`config.mk`:
```
export PLATFORM = sky130hd
export DESIGN_NAME = pred_merge_arbiter
export DESIGN_NICKNAME = d
export VERILOG_FILES = /design/src/rtl/pred_pkg.sv /design/src/rtl/pred_out_fifo.sv /design/src/rtl/pred_merge_arbiter.sv
export SDC_FILE = /design/constraint.sdc
export NUM_CORES = 1
export LEC_CHECK = 0
export CAP_MARGIN = 25
export CORE_ASPECT_RATIO = 0.7
export CORE_MARGIN = 4
export CORE_UTILIZATION = 40
export DETAILED_ROUTE_END_ITERATION = 8
export PLACE_DENSITY = 0.76
export SLEW_MARGIN = 10
export SYNTH_ARGS = -nofsm -noshare
export SYNTH_HDL_FRONTEND = slang
export SYNTH_SLANG_ARGS = --single-unit
```
`constraint.sdc`:
```
create_clock -name clk -period 3.4 [get_ports clk]
set_clock_uncertainty 0.05 [all_clocks]
set_input_delay 0.51 -clock clk [delete_from_list [all_inputs] [get_ports clk]]
set_output_delay 0.51 -clock clk [all_outputs]
set_load 0.05 [all_outputs]
```
`src/rtl/pred_pkg.sv`:
```
// Shared definitions for the predictor merge path: word layout and source codes.
package pred_pkg;

    localparam int PRED_W   = 46;
    localparam int CUT_LSB  = 0;
    localparam int TYPE_LSB = 8;
    localparam int JPOS_LSB = 11;
    localparam int ADDR_LSB = 14;

    localparam logic [1:0] SRC_NBJ    = 2'd0;
    localparam logic [1:0] SRC_NORMAL = 2'd1;
    localparam logic [1:0] SRC_B      = 2'd2;

    // Round-robin successor over the three sources: nbj -> normal -> b -> nbj.
    function automatic logic [1:0] rr_next(input logic [1:0] src);
        return (src == SRC_B) ? SRC_NBJ : src + 2'd1;
    endfunction

endpackage

```
`src/rtl/pred_out_fifo.sv`:
```
// Small register FIFO holding merged prediction words plus their source index.
module pred_out_fifo #(
    parameter int W     = 48,
    parameter int DEPTH = 2,
    parameter int CNT_W = $clog2(DEPTH + 1)
) (
    input  logic             clk,
    input  logic             rst,
    input  logic             push,
    input  logic [W-1:0]     push_data,
    input  logic             pop,
    input  logic             flush,
    output logic [W-1:0]     head,
    output logic [CNT_W-1:0] count
);

    localparam int PTR_W = (DEPTH > 1) ? $clog2(DEPTH) : 1;

    logic [W-1:0]     mem [DEPTH];
    logic [PTR_W-1:0] wr_ptr;
    logic [PTR_W-1:0] rd_ptr;
    logic             do_push;
    logic             do_pop;

    function automatic logic [PTR_W-1:0] next_ptr(input logic [PTR_W-1:0] p);
        return (p == PTR_W'(DEPTH - 1)) ? '0 : p + PTR_W'(1);
    endfunction

    // No bypass: a full FIFO refuses a push even when the head leaves this cycle.
    assign do_push = push && (count != CNT_W'(DEPTH)) && !flush;
    assign do_pop  = pop && (count != '0) && !flush;
    assign head    = mem[rd_ptr];

    always_ff @(posedge clk or negedge rst) begin
        if (!rst) begin
            for (int i = 0; i < DEPTH; i++) begin
                mem[i] <= '0;
            end
            wr_ptr <= '0;
            rd_ptr <= '0;
            count  <= '0;
        end else if (flush) begin
            wr_ptr <= '0;
            rd_ptr <= '0;
            count  <= '0;
        end else begin
            if (do_push) begin
                mem[wr_ptr] <= push_data;
                wr_ptr      <= next_ptr(wr_ptr);
            end
            if (do_pop) begin
                rd_ptr <= next_ptr(rd_ptr);
            end
            case ({do_push, do_pop})
                2'b10:   count <= count + CNT_W'(1);
                2'b01:   count <= count - CNT_W'(1);
                default: count <= count;
            endcase
        end
    end

endmodule

```
`src/rtl/pred_merge_arbiter.sv`:
```
// Round-robin merge of the nbj/normal/b prediction paths into one buffered stream for iQueue.
module pred_merge_arbiter
    import pred_pkg::*;
#(
    parameter int DATA_W   = PRED_W,
    parameter int DEPTH    = 2,
    parameter int ROOM_MIN = 1
) (
    input  logic              clk,
    input  logic              rst,
    input  logic              i_drive0,
    input  logic              i_drive1,
    input  logic              i_drive2,
    input  logic [DATA_W-1:0] i_data0_46,
    input  logic [DATA_W-1:0] i_data1_46,
    input  logic [DATA_W-1:0] i_data2_46,
    input  logic [7:0]        i_room_8,
    input  logic              i_flush,
    input  logic              i_freeNext,
    output logic              o_free0,
    output logic              o_free1,
    output logic              o_free2,
    output logic              o_driveNext,
    output logic [DATA_W-1:0] o_data_46,
    output logic [1:0]        o_src_2,
    output logic              o_full
);

    localparam int CNT_W = $clog2(DEPTH + 1);

    logic [2:0]        drive;
    logic [2:0]        free_q;
    logic [2:0]        elig;
    logic [2:0]        grant;
    logic              grant_en;
    logic [1:0]        rr_ptr;
    logic [1:0]        gnt_src;
    logic [DATA_W-1:0] gnt_data;
    logic [DATA_W+1:0] head;
    logic [CNT_W-1:0]  count;

    assign drive = {i_drive2, i_drive1, i_drive0};
    // A requester still shows drive in the cycle its free pulses; mask it for that cycle.
    assign elig  = drive & ~free_q;

    assign grant_en = (count < CNT_W'(DEPTH))
                   && ({1'b0, i_room_8} >= 9'(ROOM_MIN) + 9'(count))
                   && !i_flush;

    always_comb begin
        grant = '0;
        if (grant_en) begin
            case (rr_ptr)
                SRC_NBJ: begin
                    if      (elig[0]) grant = 3'b001;
                    else if (elig[1]) grant = 3'b010;
                    else if (elig[2]) grant = 3'b100;
                end
                SRC_NORMAL: begin
                    if      (elig[1]) grant = 3'b010;
                    else if (elig[2]) grant = 3'b100;
                    else if (elig[0]) grant = 3'b001;
                end
                default: begin
                    if      (elig[2]) grant = 3'b100;
                    else if (elig[0]) grant = 3'b001;
                    else if (elig[1]) grant = 3'b010;
                end
            endcase
        end
    end

    always_comb begin
        gnt_src  = SRC_NBJ;
        gnt_data = i_data0_46;
        if (grant[1]) begin
            gnt_src  = SRC_NORMAL;
            gnt_data = i_data1_46;
        end
        if (grant[2]) begin
            gnt_src  = SRC_B;
            gnt_data = i_data2_46;
        end
    end

    always_ff @(posedge clk or negedge rst) begin
        if (!rst) begin
            free_q <= '0;
            rr_ptr <= SRC_NBJ;
        end else begin
            free_q <= grant;
            if (grant != '0) begin
                rr_ptr <= rr_next(gnt_src);
            end
        end
    end

    pred_out_fifo #(
        .W     (DATA_W + 2),
        .DEPTH (DEPTH),
        .CNT_W (CNT_W)
    ) u_fifo (
        .clk       (clk),
        .rst       (rst),
        .push      (grant != '0),
        .push_data ({gnt_src, gnt_data}),
        .pop       (i_freeNext),
        .flush     (i_flush),
        .head      (head),
        .count     (count)
    );

    assign o_free0     = free_q[0];
    assign o_free1     = free_q[1];
    assign o_free2     = free_q[2];
    assign o_driveNext = (count != '0);
    assign o_data_46   = head[DATA_W-1:0];
    assign o_src_2     = head[DATA_W+1:DATA_W];
    assign o_full      = (count == CNT_W'(DEPTH));

endmodule

```
==> out/results.tsv <==
metric	value	unit
outcome	finished, final reports clean	
Cell Pwr Density	1060	nW/µm²
busiest layer in global routing	met2	
CP endpoint	o_data_46[32]	
Commonest cells post-synth	a21oi_1, dfrtp_1, mux2_2	
ys async rst share	1.00	
launching element type of the critical path	flip-flop	
GR Util met2	0.345	
final WL	16400	µm
Compound-Gate Fraction of Synth Area	0.289	
final period utilization	0.862	
met1 GRT Util	0.271	
Area Growth Syn to Fin	47.5	%
final hold vios	0	
antenna diode count	0	
routability congestion estimate from global placement	0.743	
via count	5076	
Tot GR Track Use	0.208	
Via-to-Cell Ratio	6.01	
worst-margin pin slew	929	ps
CP endpoint kind	primary output	
Worst-Skew Late Latency	340	ps
remaining antenna violation count	0	
Synth Flop Type	dfrtp_1	
most frequent cell after synthesis	a21oi_1	
adder-cell share of the synthesized area	0.0141	
fin nets	837	
# clock sinks	105	
FF-to-FF Start	u_fifo.count[1]	
IO Port Bufs	205	
register area share after synthesis	0.494	
clock buffer depth	2	
Yosys warning total	0	
Post-Syn Area	5320	µm²
wire length per cell	19.5	µm
worst path required time	2840	ps
DRC	0	
Reg2Reg Depth	10	
largest net degree at the start of global routing	83	
Yosys reg bits	105	
max-slew violations	0	
initial antenna violation count	0	
Worst Setup SP	u_fifo.rd_ptr	
Synth Area in XOR/XNOR	0.00494	
min Tclk post-route	2930	ps
critical path class	reg2out	
MaxCap Viol Count	0	
# Post-CTS Setup Buffers	0	
Cell variety after synth	38	
vias in the first global route	5236	
setup tns final	0	ps
fmax	0.341	GHz
cell taking the most area after synthesis	dfrtp_1	
Synth top area share	0.494	
post-synthesis simple-gate area fraction	0.0329	
CORE AREA	12700	µm²
Post-synth EDFFs	0	
full die area	15200	µm²
RSZ-0062 raised after global routing	no	
# rows	34	
Worst Slack Setup Final	469	ps
first-pass GRT wire length	26100	µm
largest vdd supply drop	0.612	mV
mean post-synth cell area	10.6	µm²
FF-to-FF End	u_fifo.mem[32]	
post-synthesis mux area share	0.110	
Reg clk slew, reported paths	70	ps
die width	146	µm
DP HPWL	11400	µm
# setup viols final	0	
CTS tree	done	
starting density of the core	0.418	
I/O pin cnt	206	
syn_nets	661	
main combinational cell family by area after synthesis	compound AO/OA/AOI/OAI gates	
drt pass-1 iters	8	
Synth area leaders	dfrtp_1, a21oi_1, mux2_2, a222oi_1, a31oi_1	
post-cts sizing count	0	
Root Driver	clkbuf_16	
DR iter-0 viols	525	
worst-path fanout max	36	
Lkg Pwr	2.98	nW
Critical Path AT	2370	ps
synthesized instance count	502	
CTS buffer count	9	
total congestion overflow	0	
cts-stage hold buffer count	0	
pre-CTS worst setup slack	253	ps
Hold/Removal Path Class	in2async	
Die Y	104	µm
H-Tree Depth	3	
share of layout cells above drive strength 1	0.136	
flop-to-flop setup slack	510	ps
Rel. slew slack	0.380	
GR met3 Demand/Resource	0.0592	
-- worst min path at each step --
stage	slack, ps	to	cells after the start
6_report	110	u_fifo.mem[28]	1
5_1_grt	150	u_fifo.mem[28]	1
4_1_cts	120	u_fifo.mem[28]	1
3_5_place_dp	450	u_fifo.mem[46]	1
3_3_place_gp	440	u_fifo.mem[47]	1
2_1_floorplan	160	free_q[0]	0
-- area by class of cell --
type	count	area (µm²)
clock buffers	10	239
clock inverters	6	90.1
fillers	1018	4880
inverters	8	30.0
multi-input cells	333	2430
flip-flops and latches	105	2630
well taps	162	203
repair buffers	221	2220
-- critical path: stages (launching register included) --
cell,delay [ps]
dfrtp_2,610
buf_12,280
mux2_2,390
clkdlybuf4s50_1,710
-- flip-flops by register name, summed over array words and instances, names as in the netlist --
| register | flops |
|---|---|
| u_fifo.mem | 96 |
| free_q | 3 |
| rr_ptr | 2 |
| u_fifo.count | 2 |
| u_fifo.rd_ptr | 1 |
| u_fifo.wr_ptr | 1 |
-- layer usage --
metal,share of wire,up-vias
met5,0,-
met4,0.014,0
met3,0.081,18
met2,0.48,225
met1,0.43,2497
li1,-,2336
-- through the flow --
step | area, µm² | utilization | hold WS (ps) | total power [mW] | std cells
after floorplan | 5320 | - | 164 | 5.59 | 502
after global placement | 7510 | 0.590 | 436 | 7.03 | 829
after detailed placement | 7510 | 0.590 | 453 | 7.18 | 829
after CTS | 7840 | 0.616 | 121 | 8.33 | 845
after global routing | 7840 | 0.616 | 153 | 8.76 | 845
final | 7840 | 0.616 | 110 | 8.31 | 845
-- where the power goes --
group	internal [mW]	switching, mW
logic	1.85	3.08
registers	1.86	0.383
clock network	0.668	0.455
total	4.39	3.92
-- cell families after synthesis --
logic type / Yosys count
flip-flops: 105
AND/OR/NAND/NOR: 29
buffers and inverters: 64
multiplexers: 52
AO/OA/AOI/OAI: 243
XOR/XNOR: 3
adder cells (fa/ha/maj): 6
-- placed cells by master (no fill, tap or decap), drive strengths merged, types with 6 or more instances in the layout --
master,n
a21oi,140
a222oi,46
a31oi,46
buf,17
clkbuf,10
clkdlybuf4s50,204
dfrtp,105
ha,6
inv,9
mux2,52
nor2,8
Power figures use the tool's default switching activity.
